## config.mk

```make
export PLATFORM = sky130hd
export DESIGN_NAME = fetch_stage
export DESIGN_NICKNAME = d
export VERILOG_FILES = /design/src/rtl/fetch_stage.sv
export SDC_FILE = /design/constraint.sdc
export NUM_CORES = 1
export LEC_CHECK = 0
export ABC_AREA = 1
export CORE_AREA = 2 2 138 140
export CTS_BUF_LIST = sky130_fd_sc_hd__clkbuf_4
export DETAILED_ROUTE_END_ITERATION = 8
export DIE_AREA = 0 0 140 142
export HOLD_SLACK_MARGIN = 0.05
export PLACE_DENSITY = 0.95
export SKIP_LAST_GASP = 1
export SYNTH_ARGS = -nofsm -noshare
export SYNTH_HDL_FRONTEND = slang
export SYNTH_SLANG_ARGS = --single-unit
```

## constraint.sdc

```tcl
create_clock -name clk -period 2.6 [get_ports clk]
set_input_delay 0.39 -clock clk [delete_from_list [all_inputs] [get_ports clk]]
set_output_delay 0.39 -clock clk [all_outputs]
set_load 0.02 [all_outputs]
```

## src/rtl/fetch_stage.sv

```systemverilog
// LEGv8 instruction fetch stage: program counter, instruction-memory addressing
// and the IF/ID pipeline register, with stall, flush, redirect and a delivered-instruction count.
module fetch_stage #(
    parameter int              N        = 64,
    parameter int              ADDR_W   = 6,
    parameter logic [N-1:0]    RESET_PC = 64'h0
) (
    input  logic              clk,
    input  logic              reset,
    input  logic              stall_F,
    input  logic              flush_D,
    input  logic              PCSrc_D,
    input  logic [N-1:0]      PCBranch_D,
    output logic [ADDR_W-1:0] imem_addr,
    input  logic [31:0]       imem_q,
    output logic [31:0]       instr_D,
    output logic [N-1:0]      pc_D,
    output logic              valid_D,
    output logic [31:0]       fetch_count
);

    logic [N-1:0] pc_p0;
    logic [N-1:0] pc_plus4_p0;
    logic [N-1:0] branch_tgt_p0;
    logic         squash_p0;
    logic         load_p0;

    function automatic logic [31:0] sat_inc(input logic [31:0] cnt);
        return (cnt == 32'hFFFF_FFFF) ? cnt : cnt + 32'd1;
    endfunction

    // ---- IF: PC register and instruction-memory address ----
    assign pc_plus4_p0   = pc_p0 + N'(4);
    assign branch_tgt_p0 = {PCBranch_D[N-1:2], 2'b00};
    assign imem_addr     = pc_p0[ADDR_W+1:2];

    always_ff @(posedge clk) begin
        if (reset) begin
            pc_p0 <= RESET_PC;
        end else if (PCSrc_D) begin
            pc_p0 <= branch_tgt_p0;
        end else if (!stall_F) begin
            pc_p0 <= pc_plus4_p0;
        end
    end

    // ---- IF/ID boundary: redirect squashes the wrong-path fetch even when stalled ----
    assign squash_p0 = flush_D || PCSrc_D;
    assign load_p0   = !squash_p0 && !stall_F;

    always_ff @(posedge clk) begin
        if (reset) begin
            instr_D     <= 32'd0;
            pc_D        <= '0;
            valid_D     <= 1'b0;
            fetch_count <= 32'd0;
        end else if (squash_p0) begin
            instr_D     <= 32'd0;
            pc_D        <= '0;
            valid_D     <= 1'b0;
        end else if (load_p0) begin
            instr_D     <= imem_q;
            pc_D        <= pc_p0;
            valid_D     <= 1'b1;
            fetch_count <= sat_inc(fetch_count);
        end
    end

endmodule

```

-- Word-level counts from Yosys, hierarchy flattened
Cells that the tools add are included.
- flip-flop bits (word level): 193
- input port bits: 101
- equal/unequal tests: 2
- add/sub/neg operators: 2
- bitwise operators: 2
- reduce and logical (&&, ||, !) cells: 7
- mux-type cells: 2
- operators by type and width (cell ; count):
    64-bit two-way mux ; 2
    64-bit by 3-bit adder with 64-bit output, second input constant ; 1
    32-bit by 1-bit adder with 32-bit output, second input constant ; 1
    32-bit equality test, second input constant ; 1
    2-bit OR reduction ; 2
    3-bit AND reduction ; 1
    1-bit zero test ; 2
    2-bit by 1-bit != test with 1-bit output, second input constant ; 1
    1-bit NOT ; 2
    1-bit logical AND ; 1
    1-bit logical OR ; 1

-- Logic depth before layout (Yosys ltp)
Gate-level depths: netlist of run 1.
- word-level depth: 4
- mapped depth: 11
- gate-level depth less buffers: 11

-- Worst setup path after synthesis of run 1
Ideal clock, no wire load.
- path type: register to register
- from: reg fetch_count[0]
- to: reg fetch_count[29]
- path buffers: 2
- stages on the path, launching flop included: 12
- path slack: 734 ps
- arrival time: 1798 ps
- path through: dfxtp_1 -> ha_1 -> inv_1 -> nor2_4 -> nand2_2 -> nor2_4 -> nand3_4 -> nand2_4 -> buf_6 -> buf_8 -> nand2_1 -> a21oi_2
- longest elaborated chain between the ends: 3
- elaborated cells between the ends (all ways): 4
- classes of those cells: add/sub (1); eq/ne (1); bitwise (1); reduce/logical (1)
- RTL lines (what ; line ; RTL):
    from (decl) ; 19 ; output logic [31:0] fetch_count
    from (signal assigned) ; 65 ; fetch_count <= sat_inc(fetch_count);
    parallel branches: the longest is 3 deep, another holds 32-bit by 1-bit adder with 32-bit output ; n/a ;
Several ways; the timed one is not identified.
A chain may end at the register's enable or synchronous reset.

-- Final worst setup path of run 1
- from: reg pc_p0[3]
- to: reg pc_p0[54]
- longest elaborated chain between the ends: 3
- RTL lines (what ; line ; RTL):
    from (decl) ; 22 ; logic [N-1:0] pc_p0;
    from (signal assigned) ; 41 ; pc_p0 <= branch_tgt_p0;
    from (signal assigned) ; 43 ; pc_p0 <= pc_plus4_p0;
    64-bit by 3-bit adder with 64-bit output ; 33 ; assign pc_plus4_p0 = pc_p0 + N'(4);
    64-bit two-way mux ; 42 ; end else if (!stall_F) begin
    64-bit two-way mux ; 40 ; end else if (PCSrc_D) begin
No other way between the ends. The select of a mux whose other input is x is not followed.

==> results of run 1 <==
## metal layers
| layer | up-vias | share of wire (%) |
|---|---|---|
| met4 | 0 | 3.9 |
| met1 | 5071 | 39 |
| met5 | - | 0 |
| met2 | 477 | 51 |
| met3 | 99 | 6.6 |
| li1 | 5397 | - |
## flip-flops by register name, indices dropped and copies added, names as in the netlist
signal,cells
fetch_count,32
pc_p0,62
valid_D,1
pc_D,62
instr_D,32
## final cells by class
class	instances	area share [%]
multi-input combinational	1156	41.30
clock buffer	17	1.013
inverter	156	4.649
timing repair buffer	250	19.61
tap	234	2.325
clock inverter	15	1.043
antenna	1	0.01987
sequential	189	30.04
## tightest hold or removal path: stages
cell and delay [ns]:
buf_2 0.09, inv_1 0.16, nand2_1 0.12, nor2_1 0.03
## through the flow
step | util [%] | setup slack, ns
2_1_floorplan | - | 0.7338
3_3_place_gp | 66.83 | 0.4205
3_5_place_dp | 66.83 | 0.3833
4_1_cts | 68.23 | 0.3922
5_1_grt | 68.24 | 0.1073
6_report | 68.24 | 0.3380
## synthesized netlist by cell type, types with 2 or more instances
cell	instances
ha_1	2
nand2_1	417
buf_1	6
a31oi_1	18
clkbuf_1	42
nor2_2	5
nor3_1	9
o21ai_0	163
a21oi_2	2
nand3_1	88
buf_2	10
inv_1	153
nand4_1	15
xnor2_1	8
dfxtp_1	189
buf_4	12
a21oi_1	116
nor2_4	3
inv_2	3
nor2_1	269
nand3b_1	7
xor2_1	20
## logic make-up after synthesis
logic type                 share of synthesized area [%]
DFF                                                38.19
buffers and inverters                              9.408
xor gates and xnor gates                           2.475
other                                            0.03785
AOI/OAI and AO/OA                                  15.70
adders and majority gates                         0.2525
and+or+nand+nor                                    33.94
## worst paths after layout
path	end	slack, ns	cells after the start
worst min register to register	pc_D[2]$_SDFFE_PP0P_	0.52	2
worst max register to register	pc_p0[54]$_SDFFE_PP0P_	0.34	9
worst min-delay path	fetch_count[0]$_SDFFE_PP0P_	0.19	4
worst max-delay path	pc_p0[54]$_SDFFE_PP0P_	0.34	9
## cells in the final DEF (no fill, tap or decap), types with 2 or more instances in the layout
cell / instances
inv_8: 4
clkbuf_4: 17
buf_4: 17
nor2_4: 4
buf_2: 2
dfxtp_1: 189
nand3_1: 88
a21oi_1: 116
nand3b_1: 7
o21ai_0: 163
inv_2: 5
conb_1: 2
ha_1: 2
clkinvlp_4: 3
nor3_1: 9
clkinv_1: 2
inv_6: 3
nor2_1: 269
xnor2_1: 8
buf_12: 2
nor2_2: 4
a21oi_2: 2
xor2_1: 20
nand2_1: 417
clkdlybuf4s50_1: 229
nand4_1: 15
inv_1: 151
a31oi_1: 18
## power breakdown
part | leakage, nW | internal, W | switching (W)
Combinational | 3.02 | 0.000330 | 0.000409
Clock | 0.135 | 0.000413 | 0.00115
Sequential | 1.54 | 0.00300 | 0.0000902
==> summary.txt, run 1 <==
Flow run
  • Max-cap violations: 0

Synth
  • Post-Syn Area per Cell: between 6 and 7 um^2
  • Synthesized cell area: 9908 um^2
  • Synthesis warning total: 0
  • Top cells by area, synth: dfxtp_1 (38%), nand2_1 (16%), nor2_1 (10%), o21ai_0 (8.2%), a21oi_1 (5.9%)
  • Cells after Synth: 1572
  • Post-synth top area share: between 30% and 40%
  • #FFs+latches synth: 189
  • Sequential fraction of the synthesis area: about two fifths
  • Dominant synthesized flop cell: dfxtp_1
  • Ys async rst share: 0%
  • Library cells used by synthesis: 37
  • Number of enable flip-flop cells after synthesis: 0
  • Biggest area consumer among synthesized cells: dfxtp_1

Power and ir drop
  • Leak: around 4.7 nW
  • Max IR drop VDD: 0.0002506 V
  • Power Density: 427.8 nW/um^2
  • Power, Total: 0.005388 W

Layout
  • Multi-input logic area: 5201 um^2
  • Share of cells above drive strength 1: 4.038%
  • Seq. cell area: 3784 um^2
  • # fillers: 1626
  • Final #Nets: 1873
  • Final instance area: 12590 um^2
  • Area Growth Syn to Fin: 27.11%
  • Non-filler cells, final: 2018

Floorplanning
  • Initial Util: 53.69%
  • Die height: 142 um
  • FP Rows: 50
  • Core area: 18460 um^2
  • Die Width: 140 um
  • I/O pin cnt: roughly 240
  • Die area: 19880 um^2

Setup path
  • CP Capture Type: flip-flop
  • Req. time, crit path: 3.13 ns
  • Slowest cell delay on critical path: between 0.4 and 0.5 ns
  • Worst r2r src: pc_p0[3]$_SDFFE_PP0P_
  • CP Max Fanout: 6
  • Crit-path leading delay family: simple AND/OR/NAND/NOR gates
  • Setup crit start: pc_p0[3]$_SDFFE_PP0P_
  • Slowest CP cell: dfxtp_1
  • CP most frequent cell: nand2_1
  • Crit path buffers/inverters: 0
  • CP Launch Type: flip-flop
  • Critical path arrival: between 2 and 3 ns
  • CP Cell Sequence: ha_1 -> nand2_1 -> nor2_1 -> nand2_1 -> nor2_2 -> nand2_1 -> o21ai_0 -> nand3_1 -> a21oi_1
  • Crit path kind: flip-flop to flip-flop

Clock network
  • Sink Count: 189
  • Clock slew at reported path FFs: 0.17 ns
  • Clk_lat worst skew: 0.61 ns
  • Post-CTS sizing: 0
  • Post-CTS setup buffers: 0
  • CTS tree: yes
  • CTS H-tree lvls: 4
  • Root buffer cell: clkbuf_4
  • Cts hold-fix bufs: 0
  • CTS Buf Count: 17
  • Bufs on Longest Clock Path: 2

Routing
  • DRC Markers: 14
  • DR vias: 11040
  • Vias/cell: 5.473
  • Drt wl/cell: 16.77 um
  • Routed Antenna Nets: 0
  • DRT iter0 DRCs: 1015
  • DRT Wirelength: 33850 um
  • Length of the first detailed-routing pass in iterations: 9

Global route
  • First-pass GRT wire length: 53200 um
  • Met1 GRT Util: ~40%
  • Gr ovfl total: 0
  • GRT Total Usage: 33.76%
  • Met2 usage: about three fifths
  • Layer with the highest usage: met2
  • GR Util met3: between 5 and 6%
  • Vias in the first global route: 10400
  • Largest net degree at the start of global routing: 96
  • Initial antenna violation count: 1

STA
  • RSZ-0062 raised after global routing: no
  • Worst Skew: 0.03111 ns
  • Final Slew Violations: 0
  • Max-slew headroom: between 30% and 40%
  • Final setup fails: 0
  • WHS: 0.1914 ns
  • Final TNS setup: 0 ns
  • Max Freq: 0.4421 GHz
  • Slew @ Worst Pin: 1.050 ns
  • Final Hold Fails: 0
  • Minimum clock period: 2.262 ns
  • Period utilization: between 80% and 90%

Placed design
  • Buffers on Ports: 231
  • Dpl hpwl: 25460 um
  • Placer congestion estimate: roughly 1
  • DP Cell Count: 1985
  • Placed cell area: 12330 um^2

Worst hold path
  • Hold path startpoint: reset
  • Min-delay worst type: input port to flip-flop

Outcome
  • Failing checks: DRC
  • Status: finished, violations left
Note: power is estimated with default switching activity, not from simulation.
==> run 2: changes to the inputs <==
- CORE_AREA: 2 2 138 140 -> 2 2 142 144
- DIE_AREA: 0 0 140 142 -> 0 0 144 146
- PLACE_DENSITY: 0.95 -> 0.91
- clock period: 2.6 -> 2.2 ns (I/O delays scaled with it)
==> summary.txt, run 2 (synthesis gave the netlist of run 1 again) <==
Outcome
  • Status: complete, no violations (was finished, violations left)

Layout
  • Top flop regs: pc_D x62, pc_p0 x62 (unchanged)
  • Leading cell type in the layout, fill and taps excluded: nand2_1 (unchanged)
  • Seq. cell area: 3784 um^2 (unchanged)
  • # fillers: 1757 (was 1626)
  • Area Growth Syn to Fin: 30.43% (was 27.11%)
  • Final #Nets: 1900 (was 1873)
  • Most frequent cells in the layout: nand2_1 (416), nor2_1 (269), clkdlybuf4s50_1 (229) (was nand2_1 (417), nor2_1 (269), clkdlybuf4s50_1 (229))
  • Share of cells above drive strength 1: 5.580% (was 4.038%)
  • Multi-input logic area: 5204 um^2 (was 5201 um^2)

Clock network
  • Bufs on Longest Clock Path: 2 (unchanged)
  • Clk_lat worst skew: 0.60 ns (was 0.61 ns)
  • Root buffer cell: clkbuf_4 (unchanged)
  • Cts hold-fix bufs: 0 (unchanged)
  • Clock slew at reported path FFs: 0.15 ns (was 0.17 ns)
  • Sink Count: 189 (unchanged)
  • CTS H-tree lvls: 4 (unchanged)
  • Post-CTS setup buffers: 0 (unchanged)
  • CTS Buf Count: 17 (unchanged)
  • CTS tree: yes (unchanged)

Global route
  • Gr ovfl total: 0 (unchanged)
  • Initial antenna violation count: 1 (unchanged)
  • Vias in the first global route: 10430 (was 10400)
  • GRT Total Usage: 32.52% (was 33.76%)
  • First-pass GRT wire length: 53760 um (was 53200 um)
  • Largest net degree at the start of global routing: 87 (was 96)

Routing
  • Length of the first detailed-routing pass in iterations: 8 (was 9)
  • DRT iter0 DRCs: 911 (was 1015)
  • Vias/cell: 5.366 (was 5.473)
  • DRT Wirelength: 34190 um (was 33850 um)
  • DRC Markers: 0 (was 14)
  • DR vias: 11140 (was 11040)
  • Routed Antenna Nets: 0 (unchanged)
  • Drt wl/cell: 16.47 um (was 16.77 um)

STA
  • Final setup fails: 0 (unchanged)
  • Minimum clock period: 2.090 ns
  • Period utilization: 95.02%
  • Final Slew Violations: 0 (unchanged)
  • RSZ-0062 raised after global routing: no (unchanged)
  • Worst Skew: 0.02993 ns (was 0.03111 ns)
  • Max-slew headroom: 32.96% (was 30.03%)
  • Final TNS setup: 0 ns (unchanged)
  • Max Freq: 0.4784 GHz
  • Slew @ Worst Pin: 1.006 ns (was 1.050 ns)
  • Final Hold Fails: 0 (unchanged)

Power and ir drop
  • Power, Total: 0.006606 W (was 0.005388 W)
  • Max IR drop VDD: 0.0004198 V (was 0.0002506 V)
  • Power Density: 511.1 nW/um^2 (was 427.8 nW/um^2)
  • Leak: 4.881 nW (was 4.697 nW)

Floorplanning
  • Die Width: 144 um (was 140 um)
  • Core area: 19330 um^2 (was 18460 um^2)
  • Die height: 146 um (was 142 um)
  • Initial Util: 51.25% (was 53.69%)
  • I/O pin cnt: 236 (unchanged)
  • Die area: 21020 um^2 (was 19880 um^2)
  • FP Rows: 51 (was 50)

Setup path
  • CP Cell Sequence: clkdlybuf4s50_1 (was ha_1 -> nand2_1 -> nor2_1 -> nand2_1 -> nor2_2 -> nand2_1 -> o21ai_0 -> nand3_1 -> a21oi_1)
  • Crit path buffers/inverters: 1 (was 0)
  • CP Max Fanout: 6 (unchanged)
  • CP Launch Type: flip-flop (unchanged)
  • Critical path arrival: 1.76 ns (was 2.79 ns)
  • Slowest cell delay on critical path: 0.66 ns (was 0.47 ns)
  • Slowest CP cell: clkdlybuf4s50_1 (was dfxtp_1)
  • CP Capture Type: output pin (was flip-flop)
  • Req. time, crit path: 1.87 ns (was 3.13 ns)
  • Crit-path leading delay family: buffers and inverters (was simple AND/OR/NAND/NOR gates)
  • Crit path kind: flip-flop to output pin (was flip-flop to flip-flop)

Flow run
  • Max-cap violations: 0 (unchanged)

Placed design
  • Buffers on Ports: 231 (unchanged)
  • Placer congestion estimate: 0.9893 (was 0.9951)
  • Dpl hpwl: 26330 um (was 25460 um)

Worst hold path
  • Min-delay worst type: input port to flip-flop (unchanged)
run 2: cell types whose count changed in the layout (fill, tap and decap cells not counted), moves of 2 or more:
cell | previous run | this run
clkinv_4 | 1 | 3
buf_12 | 2 | 5
bufinv_16 | 0 | 2
buf_4 | 17 | 41
clkinvlp_4 | 3 | 1
run 2: worst reg2reg max path, cell delays in order, from the launching register on:
cell	delay [ns]
dfxtp_1	0.47
nand2_1	0.10
nor2_1	0.21
nand2_1	0.14
nor2_1	0.23
nand2_1	0.27
inv_1	0.22
nand2_1	0.08
nand3_1	0.08
a31oi_1	0.08
run 2: final cells by class:
type	instances	area share [%]
multi-input cells	1156	40.27
flip-flops and latches	189	29.28
repair buffers	277	20.97
inverters	156	4.531
well taps	265	2.566
clock inverters	15	1.384
clock buffers	17	0.9875
diodes	1	0.01936
run 2: final timing paths:
check	slack, ns	startpoint	cells after the start	endpoint
max	0.11	fetch_count[17]$_SDFFE_PP0P_	1	fetch_count[17]
min	0.16	PCSrc_D	3	pc_p0[5]$_SDFFE_PP0P_
max reg2reg	0.19	pc_p0[14]$_SDFFE_PP0P_	9	pc_p0[21]$_SDFFE_PP0P_
min reg2reg	0.51	valid_D$_SDFFE_PP0P_	2	valid_D$_SDFFE_PP0P_
run 2: metrics by stage:
stage / instance area [um^2] / util (%) / instances / hold slack [ns] / setup WS (ns)
6_report: 12920 / 66.84 / 2076 / 0.1640 / 0.1097
3_5_place_dp: 12610 / 65.23 / 2043 / 0.4753 / 0.1216
2_1_floorplan: 9912 / - / 1573 / 0.4507 / 0.3338
5_1_grt: 12920 / 66.84 / 2076 / 0.1279 / 0.01225
4_1_cts: 12920 / 66.82 / 2075 / 0.1082 / 0.06077
3_3_place_gp: 12610 / 65.23 / 2043 / 0.4721 / 0.1542
run 2: per-layer routing:
metal | share of wire (%) | wire [um] | vias to the layer above | global-route usage (%)
met5 | 0 | 0 | - | 0
met3 | 6.2 | 2133 | 91 | 4.475
met2 | 50 | 17180 | 455 | 57.43
met4 | 4.0 | 1354 | 0 | 12.55
li1 | - | - | 5465 | -
met1 | 40 | 13520 | 5129 | 39.69
run 2: what timing repair did:
action,in CTS,in global routing
setup endpoints to repair,0,1
resized for setup,0,1
endpoints found under the hold margin,0,0
run 2: where the power goes:
part / leakage (nW) / total, W / switching (W) / internal (W)
Sequential: 1.54 / 0.00365 / 0.000105 / 0.00354
Combinational: 3.18 / 0.000891 / 0.000487 / 0.000404
Clock: 0.163 / 0.00207 / 0.00135 / 0.000717
Total: 4.88 / 0.00661 / 0.00194 / 0.00467
